### config.mk
export PLATFORM = sky130hd
export DESIGN_NAME = move_sort_reader_flat
export DESIGN_NICKNAME = d
export VERILOG_FILES = /design/src/rtl/move_sort_reader_if.sv /design/src/rtl/move_sort_reader.sv /design/src/flat_wrapper.sv
export SDC_FILE = /design/constraint.sdc
export NUM_CORES = 1
export LEC_CHECK = 0
export ABC_AREA = 1
export BUFFER_PORTS_ARGS = -buffer_cell sky130_fd_sc_hd__clkbuf_2
export CAP_MARGIN = 20
export CORE_MARGIN = 2
export CORE_UTILIZATION = 58
export DETAILED_ROUTE_END_ITERATION = 7
export PLACE_DENSITY = 0.82
export SETUP_SLACK_MARGIN = 0.05
export SYNTH_ARGS = -nofsm -noshare
export SYNTH_HDL_FRONTEND = slang
export SYNTH_SLANG_ARGS = --single-unit
### constraint.sdc
create_clock -name clk -period 3.9 [get_ports clk]
set_input_delay 0.78 -clock clk [delete_from_list [all_inputs] [get_ports clk]]
set_output_delay 0.78 -clock clk [all_outputs]
set_load 0.05 [all_outputs]
### src/rtl/move_sort_reader_if.sv
// Output stream of the move sort reader.
// Master drives entries; slave drives ready.
interface move_sort_reader_if #(
  parameter int RAM_WIDTH  = 32,
  parameter int EVAL_WIDTH = 16,
  parameter int AW         = 8
);

  logic                         out_valid;
  logic                         out_ready;
  logic [RAM_WIDTH-1:0]         out_data;
  logic signed [EVAL_WIDTH-1:0] out_eval;
  logic                         out_pv;
  logic [AW-1:0]                out_index;
  logic                         out_last;

  modport master (
    output out_valid,
    output out_data,
    output out_eval,
    output out_pv,
    output out_index,
    output out_last,
    input  out_ready
  );

  modport slave (
    input  out_valid,
    input  out_data,
    input  out_eval,
    input  out_pv,
    input  out_index,
    input  out_last,
    output out_ready
  );

endinterface

### src/rtl/move_sort_reader.sv
// Drains the sorted move RAM as a valid/ready stream.
// Credit-limited prefetch hides the RAM read latency.
`ifndef MAX_POSITIONS
`define MAX_POSITIONS 256
`endif

module move_sort_reader #(
  parameter int RAM_WIDTH          = 32,
  parameter int EVAL_WIDTH         = 16,
  parameter int MAX_POSITIONS_LOG2 = $clog2(`MAX_POSITIONS),
  parameter int RD_LATENCY         = 2,
  parameter int FIFO_DEPTH         = 4
) (
  input  logic                          clk,
  input  logic                          reset,
  input  logic                          start,
  input  logic [MAX_POSITIONS_LOG2-1:0] move_count,
  input  logic                          abort,
  input  logic                          sort_complete,
  output logic                          sort_clear,
  output logic [MAX_POSITIONS_LOG2-1:0] ram_rd_addr,
  input  logic [RAM_WIDTH-1:0]          ram_rd_data,
  move_sort_reader_if.master            out_if,
  output logic                          busy,
  output logic                          done
);

  localparam int AW = MAX_POSITIONS_LOG2;
  localparam int FW = (FIFO_DEPTH > 1) ? $clog2(FIFO_DEPTH) : 1;
  localparam int CW = FW + 1;
  localparam int EW = RAM_WIDTH + AW;

  localparam logic [CW:0] DEPTH_C = (CW+1)'(FIFO_DEPTH);

  localparam logic [1:0] S_IDLE   = 2'd0;
  localparam logic [1:0] S_WAIT   = 2'd1;
  localparam logic [1:0] S_STREAM = 2'd2;
  localparam logic [1:0] S_CLEAR  = 2'd3;

  logic [1:0]          state_q, state_d;
  logic                start_z_q, start_z_d;
  logic [AW-1:0]       n_q, n_d;
  logic [AW:0]         rd_ptr_q, rd_ptr_d;
  logic [AW-1:0]       addr_q, addr_d;
  logic [RD_LATENCY-1:0] tag_vld_q, tag_vld_d;
  logic [AW-1:0]       tag_idx_q [RD_LATENCY];
  logic [AW-1:0]       tag_idx_d [RD_LATENCY];
  logic [EW-1:0]       fifo_mem_q [FIFO_DEPTH];
  logic [EW-1:0]       fifo_mem_d [FIFO_DEPTH];
  logic [FW-1:0]       wr_idx_q, wr_idx_d;
  logic [FW-1:0]       rd_idx_q, rd_idx_d;
  logic [CW-1:0]       count_q, count_d;

  logic                start_rise;
  logic [CW:0]         inflight;
  logic [CW:0]         used;
  logic                issue;
  logic                push;
  logic                pop;
  logic                flush;
  logic                last_pop;
  logic                valid_w;
  logic                last_w;
  logic [EW-1:0]       head;
  logic [RAM_WIDTH-1:0] data_w;
  logic [AW-1:0]       index_w;

  assign start_rise = start & ~start_z_q;
  assign start_z_d  = start;

  // Reads in flight plus buffered entries bound the credit window.
  always_comb begin
    inflight = '0;
    for (int i = 0; i < RD_LATENCY; i++) begin
      inflight = inflight + (CW+1)'(tag_vld_q[i]);
    end
    used = {1'b0, count_q} + inflight;
  end

  assign issue = (state_q == S_STREAM) && !abort &&
                 (rd_ptr_q < {1'b0, n_q}) &&
                 (used < DEPTH_C);

  assign push = (state_q == S_STREAM) && !abort &&
                tag_vld_q[RD_LATENCY-1];

  assign head    = fifo_mem_q[rd_idx_q];
  assign valid_w = (count_q != '0);
  assign data_w  = valid_w ? head[EW-1:AW] : '0;
  assign index_w = valid_w ? head[AW-1:0] : '0;
  assign last_w  = valid_w && (index_w == n_q - AW'(1));

  assign pop      = valid_w && out_if.out_ready;
  assign last_pop = pop && last_w;

  assign out_if.out_valid = valid_w;
  assign out_if.out_data  = data_w;
  assign out_if.out_eval  = data_w[EVAL_WIDTH-1:0];
  assign out_if.out_pv    = data_w[EVAL_WIDTH+3];
  assign out_if.out_index = index_w;
  assign out_if.out_last  = last_w;

  assign sort_clear = (state_q == S_CLEAR);
  assign done       = (state_q == S_CLEAR);
  assign busy       = (state_q != S_IDLE);

  assign ram_rd_addr = issue ? rd_ptr_q[AW-1:0] : addr_q;
  assign addr_d      = (state_q == S_CLEAR) ? '0 : ram_rd_addr;

  // Control FSM: wait, stream, then release the sorter.
  always_comb begin
    state_d  = state_q;
    n_d      = n_q;
    rd_ptr_d = rd_ptr_q;
    flush    = 1'b0;
    unique case (state_q)
      S_IDLE: begin
        if (start_rise) begin
          n_d      = move_count;
          rd_ptr_d = '0;
          state_d  = S_WAIT;
        end
      end
      S_WAIT: begin
        if (abort) begin
          state_d = S_CLEAR;
        end else if (sort_complete) begin
          state_d = (n_q == '0) ? S_CLEAR : S_STREAM;
        end
      end
      S_STREAM: begin
        if (issue) begin
          rd_ptr_d = rd_ptr_q + (AW+1)'(1);
        end
        if (abort) begin
          flush   = 1'b1;
          state_d = S_CLEAR;
        end else if (last_pop) begin
          state_d = S_CLEAR;
        end
      end
      S_CLEAR: begin
        state_d = S_IDLE;
      end
      default: begin
        state_d = S_IDLE;
      end
    endcase
  end

  // Tag pipe follows each read through the RAM latency.
  always_comb begin
    tag_vld_d[0] = issue;
    tag_idx_d[0] = rd_ptr_q[AW-1:0];
    for (int i = 1; i < RD_LATENCY; i++) begin
      tag_vld_d[i] = tag_vld_q[i-1];
      tag_idx_d[i] = tag_idx_q[i-1];
    end
    if (flush) begin
      tag_vld_d = '0;
    end
  end

  // Prefetch FIFO; credits keep it from overflowing.
  always_comb begin
    fifo_mem_d = fifo_mem_q;
    wr_idx_d   = wr_idx_q;
    rd_idx_d   = rd_idx_q;
    if (push) begin
      fifo_mem_d[wr_idx_q] = {ram_rd_data,
                              tag_idx_q[RD_LATENCY-1]};
      wr_idx_d = wr_idx_q + FW'(1);
    end
    if (pop) begin
      rd_idx_d = rd_idx_q + FW'(1);
    end
    count_d = count_q + CW'(push) - CW'(pop);
    if (flush) begin
      wr_idx_d = '0;
      rd_idx_d = '0;
      count_d  = '0;
    end
  end

  // Control state with synchronous reset.
  always_ff @(posedge clk) begin
    if (reset) begin
      state_q   <= S_IDLE;
      start_z_q <= 1'b0;
      n_q       <= '0;
      rd_ptr_q  <= '0;
      addr_q    <= '0;
      tag_vld_q <= '0;
      wr_idx_q  <= '0;
      rd_idx_q  <= '0;
      count_q   <= '0;
    end else begin
      state_q   <= state_d;
      start_z_q <= start_z_d;
      n_q       <= n_d;
      rd_ptr_q  <= rd_ptr_d;
      addr_q    <= addr_d;
      tag_vld_q <= tag_vld_d;
      wr_idx_q  <= wr_idx_d;
      rd_idx_q  <= rd_idx_d;
      count_q   <= count_d;
    end
  end

  // Datapath storage; qualified by the valid flags above.
  always_ff @(posedge clk) begin
    tag_idx_q  <= tag_idx_d;
    fifo_mem_q <= fifo_mem_d;
  end

endmodule
### src/flat_wrapper.sv
// flat-port wrapper written by rule: the top's interface ports become plain ports
module move_sort_reader_flat 
#(
  parameter int RAM_WIDTH          = 32,
  parameter int EVAL_WIDTH         = 16,
  parameter int MAX_POSITIONS_LOG2 = $clog2(`MAX_POSITIONS),
  parameter int RD_LATENCY         = 2,
  parameter int FIFO_DEPTH         = 4
)
  (clk, reset, start, move_count, abort, sort_complete, sort_clear, ram_rd_addr, ram_rd_data, busy, done, out_if_out_valid, out_if_out_data, out_if_out_eval, out_if_out_pv, out_if_out_index, out_if_out_last, out_if_out_ready);
  move_sort_reader_if #(.RAM_WIDTH(RAM_WIDTH), .EVAL_WIDTH(EVAL_WIDTH)) out_if_i ();
  input  logic clk;
  input  logic reset;
  input  logic start;
  input  logic [MAX_POSITIONS_LOG2-1:0] move_count;
  input  logic abort;
  input  logic sort_complete;
  output logic sort_clear;
  output logic [MAX_POSITIONS_LOG2-1:0] ram_rd_addr;
  input  logic [RAM_WIDTH-1:0] ram_rd_data;
  output logic busy;
  output logic done;
  output wire logic [$bits(out_if_i.out_valid)-1:0] out_if_out_valid;
  output wire logic [$bits(out_if_i.out_data)-1:0] out_if_out_data;
  output wire logic [$bits(out_if_i.out_eval)-1:0] out_if_out_eval;
  output wire logic [$bits(out_if_i.out_pv)-1:0] out_if_out_pv;
  output wire logic [$bits(out_if_i.out_index)-1:0] out_if_out_index;
  output wire logic [$bits(out_if_i.out_last)-1:0] out_if_out_last;
  input wire logic [$bits(out_if_i.out_ready)-1:0] out_if_out_ready;
  assign out_if_out_valid = out_if_i.out_valid;
  assign out_if_out_data = out_if_i.out_data;
  assign out_if_out_eval = out_if_i.out_eval;
  assign out_if_out_pv = out_if_i.out_pv;
  assign out_if_out_index = out_if_i.out_index;
  assign out_if_out_last = out_if_i.out_last;
  assign out_if_i.out_ready = out_if_out_ready;
  move_sort_reader #(.RAM_WIDTH(RAM_WIDTH), .EVAL_WIDTH(EVAL_WIDTH), .MAX_POSITIONS_LOG2(MAX_POSITIONS_LOG2), .RD_LATENCY(RD_LATENCY), .FIFO_DEPTH(FIFO_DEPTH)) u_core (.clk(clk), .reset(reset), .start(start), .move_count(move_count), .abort(abort), .sort_complete(sort_complete), .sort_clear(sort_clear), .ram_rd_addr(ram_rd_addr), .ram_rd_data(ram_rd_data), .out_if(out_if_i), .busy(busy), .done(done));
endmodule
-- Word-level counts from Yosys, hierarchy flattened
Cells that the tools add are included.
- bits in registers: 213
- bits in latches: 0
- memory bits (writable): 0
- ROM bits: 0
- input port bits: 46
- output and inout bits: 70
- memories kept: 0
- add/subtract/negate cells: 8
- multiply operators: 0
- divide/modulo/power cells: 0
- order comparisons: 5
- equal/unequal tests: 8
- shift operators: 0
- multiplexer cells: 21
- bitwise gates (word level): 4
- reductions and logical operators: 19
- operators with widths (kind ; number):
    $bwmux 160 ; 1
    $mux 40 ; 3
    $bmux 40 s2 ; 1
    $demux 40 s2 ; 1
    $mux 32 ; 1
    $mux 9 ; 2
    $pmux 9 s2 ; 1
    $mux 8 ; 2
    $mux 2 ; 5
    $add 9x1->9 const B ; 1
    $lt 9x8->1 ; 1
    $eq 8x8->1 ; 1
    $logic_and 1x1->1 ; 8
    $logic_not 8->1 ; 1
    $pmux 2 s4 ; 1
    $sub 8x1->8 const B ; 1
    $ge 3x3->1 const B ; 2
    $not 2->3 ; 2
    $reduce_and 3->1 ; 2
    $add 2x1->2 const B ; 2
    $add 3x4->4 ; 1
    $eq 2x2->1 const B ; 2
    $lt 4x3->1 const B ; 1
    $ne 2x1->1 const B ; 2
    other kinds (16) ; 20

-- Longest topological paths before layout
Gate-level depths: netlist of run 1.
- depth after elaboration: 11
- gate-level depth with buffers: 17
- depth with buffers taken out: 16

-- Worst setup path before layout of run 1
Ideal clock, no wire load.
- path kind: input-to-reg
- start: input abort
- end: register u_core.fifo_mem_q[0] (netlist name), enable pin
- setup time: 438 ps
- arrival: 2817 ps
- path slack: 646 ps
- stages on the path: 3
- buffers on the path: 0
- cell sequence: nor2_1 > nand2_1 > nor2_1
- longest elaborated chain between the ends: 3
- ends and longest elaborated chain (what ; line ; source):
    start: declaration ; flat_wrapper.sv:16 ; input logic abort;
    $logic_not 1->1 ; move_sort_reader.sv:84 ; assign push = (state_q == S_STREAM) && !abort &&
    $logic_and 1x1->1 (2 in series) ; move_sort_reader.sv:84 ;
    end signal: assignment ; move_sort_reader.sv:213 ; fifo_mem_q <= fifo_mem_d;
    end: declaration ; move_sort_reader.sv:48 ; logic [EW-1:0] fifo_mem_q [FIFO_DEPTH];
Every way passes these cells.
A chain may end at the register's enable or synchronous reset.

-- Worst setup path in the final report of run 1
- start: register u_core.rd_idx_q[0]
- end: output out_if_out_last
- longest elaborated chain between the ends: 7
- ends and longest elaborated chain (what ; line ; source):
    start: declaration ; move_sort_reader.sv:51 ; logic [FW-1:0] rd_idx_q, rd_idx_d;
    start signal: assignment ; move_sort_reader.sv:205 ; rd_idx_q <= rd_idx_d;
    $not 2->3 (implied by the code) ; move_sort_reader.sv:87 ; assign head = fifo_mem_q[rd_idx_q];
    $bmux 40 s2 ; move_sort_reader.sv:87 ;
    $mux 40 (implied by the code) (2 in series) ; move_sort_reader.sv:87 ;
    $mux 8 ; move_sort_reader.sv:90 ; assign index_w = valid_w ? head[AW-1:0] : '0;
    $eq 8x8->1 ; move_sort_reader.sv:91 ; assign last_w = valid_w && (index_w == n_q - AW'(1));
    $logic_and 1x1->1 ; move_sort_reader.sv:91 ;
    end: declaration ; flat_wrapper.sv:28 ; output wire logic [$bits(out_if_i.out_last)-1:0] out_if_out_last;
Every way passes these cells. The select of a mux whose other input is x is not followed.

==> impl_metrics.py, run 1 <==
metrics = {
    "outcome": {
        "status": "complete, no violations",
    },
    "floorplan": {
        "io_pins": 116,
        "die_w_um": 129,
        "num_rows": 45,
        "die_y_um": 129,
        "start_util": 0.593,
        "die_area_um2": 16600,
        "core_um2": 15200,
    },
    "clock_network": {
        "htree_levels": 1,
        "cts.sinks": 213,
        "clock_path_buffers": 3,
        "cts_inserted_buffers": 22,
        "clkLatencyLatePin_ps": 510,
        "ctsRootBufferMaster": "clkbuf_16",
        "clk_pin_slew_worst_paths_ps": 60,
        "cts_tree": "done",
    },
    "cells_and_area": {
        "multi_input_area_um2": 2570,
        "num-fill-cells": 1067,
        "area_delta_synth_final_pct": 16.3,
        "drive_above_1_share": 0.201,
        "antennaDiodeCount": 0,
        "ff_latch_area_um2": 5870,
        "mostFrequentLayoutCell": "nor2_1",
        "fin_nets": 1034,
        "layout_common_cells": "nor2_1 (175), edfxtp_1 (160), clkbuf_2 (114), nand2_1 (95), o21ai_0 (89)",
    },
    "global_routing": {
        "overflow": 0,
        "grt.total_usage": 0.231,
        "antenna_found_initial": 0,
        "grt_max_degree": 82,
        "grt_pass1_vias": 6220,
        "grt_pass1_wl_um": 30100,
    },
    "sta": {
        "hold_violations": 0,
        "finClkSkew_ps": 19.7,
        "worst_pin_slew_ps": 739,
        "drv_slew": 0,
        "setup_tns_ps": 0,
        "period_needed_ps": 3640,
        "fin_ws_ps": 263,
        "period_share": 0.932,
        "maxSlewHeadroom": 0.507,
        "final-setup-viol-count": 0,
        "rsz0062_at_grt": "no",
        "fmax_ghz": 0.275,
    },
    "setup_path": {
        "path_max_fanout": 81,
        "crit_type": "register to primary output",
        "cpMaxStageDelayCell": "dfxtp_2",
        "crit_family": "simple AND/OR/NAND/NOR gates",
        "critPathCaptureType": "primary output",
        "r2r_setup_slack_ps": 1270,
        "cp_cell_sequence": "inv_8 -> nand2_1 -> nand3_1 -> nand2_1 -> nand2_1 -> nand2_1 -> nand2_1 -> inv_1 -> nand2_1 -> nor2_2 -> and3_1 -> buf_12",
        "crit_path_start_kind": "register",
        "cp_data_arrival_time_ps": 2860,
        "path_common_cell": "nand2_1",
        "max_stage_delay_ps": 810,
        "crit_buf_inv": 3,
        "critPathRequiredTime_ps": 3120,
    },
    "logic_synthesis": {
        "syn_avg_cell_area_um2": 10.4,
        "yosysWarnings": 0,
        "synthesis.nets": 933,
        "synthCells": 864,
        "ys_ff_latch": 213,
        "syn_area_um2": 9010,
        "yosysSeqAreaShare": 0.651,
        "synthDistinctLibCells": 36,
    },
    "route": {
        "vias_per_cell": 5.51,
        "drc": 0,
        "vias": 6441,
        "ant_nets": 0,
        "routed_wl_um": 19300,
        "dr.first_iter.drc_count": 472,
        "first_pass_iters": 5,
        "wl_per_cell_um": 16.5,
    },
    "placement": {
        "numPortBuffers": 115,
        "dp_slack_ps": 793,
        "dp_hpwl_um": 11100,
        "gp_congestion": 0.910,
    },
    "power": {
        "power.density_nw_per_um2": 767,
        "ir_drop_mv": 0.507,
        "leakage_nw": 4.34,
    },
    "flow_run": {
        "drv_cap": 0,
    },
    "worst_hold_path": {
        "min_path_type": "register to register",
    },
}
## through the flow
stage	instances	area, um2	total power, mW	utilization	hold slack [ps]
after floorplan	864	9010	5.20	-	310
after global placement	1125	9630	5.68	0.634	312
after detailed placement	1125	9630	5.72	0.634	312
after CTS	1165	10500	8.03	0.687	326
after global routing	1169	10500	8.42	0.690	334
final	1169	10500	8.04	0.690	326
## path summary, 6_finish.rpt
path                                   start                            to  cells after the start
max          u_core.rd_idx_q[0]$_SDFFE_PP0P_               out_if_out_last                     12
min              u_core.tag_idx_d[2]$_DFF_P_   u_core.tag_idx_q[2]$_DFF_P_                      0
max reg2reg   u_core.state_q[0]$_SDFFE_PP0P_  u_core.count_q[2]$_SDFF_PP0_                     12
min reg2reg      u_core.tag_idx_d[2]$_DFF_P_   u_core.tag_idx_q[2]$_DFF_P_                      0
## what timing repair did
item	4_1_cts	5_1_grt
endpoints found under the setup margin	0	7
resized for setup	0	1
hold buffers	0	0
setup buffers	0	4
## report_power, final
part | internal, mW | total (mW) | leakage, nW | switching (mW)
Sequential | 2.50 | 2.59 | 1.92 | 0.0943
Clock | 1.47 | 2.30 | 0.395 | 0.830
Combinational | 0.685 | 3.15 | 2.03 | 2.46
Total | 4.65 | 8.04 | 4.34 | 3.39
## per-layer routing
metal / GRT usage / up-vias / part of all wire
met5: 0 / - / 0
met4: 0.0716 / 0 / 0.021
met3: 0.0478 / 26 / 0.073
met2: 0.424 / 277 / 0.51
met1: 0.273 / 3050 / 0.39
li1: - / 3088 / -
## layout make-up
cell class                      count  share of cell area
Clock buffer                       32              0.0609
Clock inverter                      8              0.0171
Inverter                           79              0.0291
Multi-Input combinational cell    521               0.245
Sequential cell                   213               0.560
Tap cell                          188              0.0224
Timing Repair Buffer              128              0.0656
## cell usage after synthesis (all sizes together)
cell	n	area [um2]
dfxtp	53	1060
o211ai	2	15.0
buf	35	245
a21boi	1	7.51
nand4	5	31.3
nand3	29	160
o21ai	93	465
fa	1	20.0
xnor2	1	8.76
or2	8	50.1
clkinv	1	5.00
o2111ai	1	8.76
a211oi	1	7.51
ha	22	275
nor2	182	691
xor2	5	43.8
nand2	104	410
edfxtp	160	4800
nand3b	1	7.51
and3	1	6.26
a311o	1	10.0
nor3	3	15.0
inv	78	300
clkbuf	16	60.1
a21oi	60	304
## sequential cells by signal (all words and copies together) (netlist names)
| signal | cells |
|---|---|
| u_core.addr_q | 8 |
| u_core.count_q | 3 |
| u_core.fifo_mem_q | 160 |
| u_core.n_q | 8 |
| u_core.rd_idx_q | 2 |
| u_core.rd_ptr_q | 9 |
| u_core.start_z_q | 1 |
| u_core.state_q | 2 |
| u_core.tag_idx_d | 8 |
| u_core.tag_idx_q | 8 |
| u_core.tag_vld_q | 2 |
| u_core.wr_idx_q | 2 |
## logic make-up after synthesis
group	Yosys count	share of synthesized area
AND/OR/NAND/NOR	333	0.152
flip-flops	213	0.651
buffers and inverters	130	0.0677
adder cells (fa/ha/maj)	23	0.0328
XOR/XNOR	6	0.00583
AO/OA/AOI/OAI	159	0.0908
No activity file was read; power rests on OpenSTA's default activity.
==> inputs of run 2 (changes only) <==
--- a/config.mk
+++ b/config.mk
@@ -5,13 +5,12 @@
 export SDC_FILE = /design/constraint.sdc
 export NUM_CORES = 1
 export LEC_CHECK = 0
-export ABC_AREA = 1
 export BUFFER_PORTS_ARGS = -buffer_cell sky130_fd_sc_hd__clkbuf_2
 export CAP_MARGIN = 20
 export CORE_MARGIN = 2
-export CORE_UTILIZATION = 58
+export CORE_UTILIZATION = 57
 export DETAILED_ROUTE_END_ITERATION = 7
-export PLACE_DENSITY = 0.82
+export PLACE_DENSITY = 0.81
 export SETUP_SLACK_MARGIN = 0.05
 export SYNTH_ARGS = -nofsm -noshare
 export SYNTH_HDL_FRONTEND = slang
==> impl_metrics.py, run 2 <==
metrics = {
    "outcome": {
        "status": "complete, no violations",
    },
    "sta": {
        "rsz0062_at_grt": "no",
        "period_needed_ps": 3720,
        "period_share": 0.955,
        "final-setup-viol-count": 0,
        "finClkSkew_ps": 8.83,
        "hold_violations": 0,
        "maxSlewHeadroom": 0.535,
        "setup_tns_ps": 0,
        "worst_pin_slew_ps": 697,
        "fmax_ghz": 0.268,
        "drv_slew": 0,
    },
    "setup_path": {
        "critPathCaptureType": "primary output",
        "max_stage_delay_ps": 620,
        "cpMaxStageDelayCell": "mux4_2",
        "crit_type": "register to primary output",
        "cp_cell_sequence": "mux4_2 -> nand2_1 -> nand4_1 -> or4_4 -> nor2_1 -> clkbuf_2",
        "r2r_cells": 11,
        "critPathRequiredTime_ps": 3120,
        "r2r-end": "u_core.count_q[2]$_SDFF_PP0_",
        "crit_buf_inv": 1,
        "path_max_fanout": 14,
        "crit_path_start_kind": "register",
        "cp_data_arrival_time_ps": 2940,
        "r2r_setup_slack_ps": 1120,
        "crit_family": "simple AND/OR/NAND/NOR gates",
        "reg2reg_from": "u_core.count_q[2]$_SDFF_PP0_",
    },
    "logic_synthesis": {
        "yosysTopAreaCell": "edfxtp_1",
        "synth-edff-count": 160,
        "syn_avg_cell_area_um2": 16.3,
        "yosysTopAreaCellShare": 0.550,
        "synthDistinctLibCells": 49,
        "syn_area_um2": 8740,
        "netlist_top_cells_count": "edfxtp_1 (160), dfxtp_1 (53), and2_1 (42), mux4_2 (38), nor2_1 (24)",
        "synthesis.nets": 604,
        "synth_ff_type": "edfxtp_1",
        "async_reset_ff_frac": 0,
        "synthCells": 535,
        "yosysWarnings": 0,
        "ys_ff_latch": 213,
        "yosysMostFrequentCell": "edfxtp_1",
        "yosysSeqAreaShare": 0.671,
        "synth.area.top_cells": "edfxtp_1 (55%), dfxtp_1 (12%), mux4_2 (9.8%), ha_1 (3.1%), and2_1 (3.0%)",
    },
    "cells_and_area": {
        "largest_register": "u_core.fifo_mem_q",
        "fin_nets": 715,
        "postLayoutCoreUtil": 0.672,
        "area_delta_synth_final_pct": 16.0,
        "final_cell_area_um2": 10100,
        "largestRegisters": "u_core.fifo_mem_q (160), u_core.rd_ptr_q (9)",
        "mostFrequentLayoutCell": "edfxtp_1",
        "layout_common_cells": "edfxtp_1 (160), clkbuf_2 (115), dfxtp_1 (51), and2_1 (42), mux4_2 (38)",
        "finalNonFillerCells": 850,
        "largest_reg_flops": 160,
        "antennaDiodeCount": 0,
        "drive_above_1_share": 0.328,
    },
    "clock_network": {
        "htree_levels": 1,
        "post_cts_buffers": 0,
        "cts_tree": "done",
        "clk_pin_slew_worst_paths_ps": 60,
        "clkLatencyLatePin_ps": 490,
        "cts.sinks": 213,
        "cts_inserted_buffers": 22,
        "ctsRootBufferMaster": "clkbuf_16",
        "clock_path_buffers": 3,
    },
    "floorplan": {
        "core_um2": 15100,
        "die_y_um": 128,
        "die_area_um2": 16300,
        "io_pins": 116,
        "start_util": 0.579,
        "num_rows": 45,
        "die_w_um": 128,
    },
    "global_routing": {
        "antenna_found_initial": 0,
        "overflow": 0,
        "grt.total_usage": 0.205,
        "grt_pass1_vias": 5016,
        "grt_max_degree": 44,
        "grt_pass1_wl_um": 26000,
    },
    "worst_hold_path": {
        "whs_path_depth": 0,
        "hold_start": "u_core.tag_idx_d[0]$_DFF_P_",
        "hold_end": "u_core.tag_idx_q[0]$_DFF_P_",
        "min_path_type": "register to register",
    },
    "power": {
        "p_int_mw": 4.57,
        "power_mw": 7.44,
        "leakage_nw": 3.89,
        "pwr-share-comb": 0.382,
        "swShare": 0.386,
        "power_frac_clock": 0.272,
        "seqPwrFrac": 0.346,
        "ir_drop_mv": 0.390,
        "power.density_nw_per_um2": 733,
        "power_switching_mw": 2.87,
    },
    "route": {
        "ant_nets": 0,
        "vias_per_cell": 5.66,
        "vias": 4808,
        "first_pass_iters": 4,
        "routed_wl_um": 16500,
        "wl_per_cell_um": 19.4,
        "dr.first_iter.drc_count": 294,
        "drc": 0,
    },
    "placement": {
        "numPortBuffers": 115,
        "dp_hpwl_um": 11000,
        "gp_congestion": 0.884,
        "dpl_cell_area_um2": 9400,
        "place_inst": 810,
    },
    "flow_run": {
        "drv_cap": 0,
    },
}
==> run 2: cell types whose count changed after synthesis, moves of 23 or more <==
cell | previous run | this run
nand2_1 | 96 | 12
inv_1 | 74 | 21
nor2_1 | 179 | 24
a21oi_1 | 59 | 10
o21ai_0 | 89 | 3
and2_1 | 0 | 42
nand3_1 | 26 | 3
mux4_2 | 0 | 38
==> run 2: worst max path at each step <==
stage,start,to,slack [ps],cells past startpoint
floorplan,u_core.n_q[0]$_SDFFE_PP0P_,out_if_out_last,590,7
finish,u_core.rd_idx_q[0]$_SDFFE_PP0P_,out_if_out_last,180,6
global placement,u_core.n_q[4]$_SDFFE_PP0P_,ram_rd_addr[1],470,9
global route,u_core.rd_idx_q[0]$_SDFFE_PP0P_,out_if_out_last,60,6
detailed placement,u_core.state_q[0]$_SDFFE_PP0P_,ram_rd_addr[3],360,9
CTS,u_core.n_q[0]$_SDFFE_PP0P_,out_if_out_last,120,8
==> run 2: kinds of logic after synthesis <==
kind of cell	share of synthesized area
XOR/XNOR	0.0167
AND/OR/NAND/NOR	0.0797
adder cells (fa/ha/maj)	0.0338
multiplexers	0.131
buffers and inverters	0.0379
flip-flops	0.671
AO/OA/AOI/OAI	0.0296
==> run 2: metrics by stage <==
stage,hold slack (ps),setup WS (ps)
final,327,175
after global routing,332,56.2
after CTS,325,116
after detailed placement,312,363
after global placement,313,471
after floorplan,310,590
==> run 2: layer usage <==
layer | track usage | vias up | share of wire
li1 | - | 2226 | -
met1 | 0.258 | 2396 | 0.41
met2 | 0.375 | 162 | 0.52
met3 | 0.0326 | 24 | 0.051
met4 | 0.0504 | 0 | 0.020
met5 | 0 | - | 0
==> run 2: cell type report <==
type / instances / area, um2
flip-flops and latches: 213 / 5870
well taps: 188 / 235
inverters: 21 / 78.8
fillers: 993 / 4950
clock buffers: 31 / 626
multi-input cells: 261 / 2580
repair buffers: 127 / 666
clock inverters: 9 / 90.1
==> run 2: power by group through the flow <==
| stage | Clock (mW) | Sequential [mW] | Combinational (mW) |
|---|---|---|---|
| finish | 2.02 | 2.57 | 2.84 |
| global route | 2.17 | 2.58 | 3.02 |
| CTS | 2.06 | 2.57 | 2.86 |
| detailed placement | 0 | 2.62 | 2.85 |
| global placement | 0 | 2.61 | 2.81 |
| floorplan | 0 | 2.56 | 2.46 |
==> run 2: what timing repair did <==
action	in CTS	in global routing
hold buffers	0	0
gates resized for setup	2	4
setup endpoints to repair	8	9
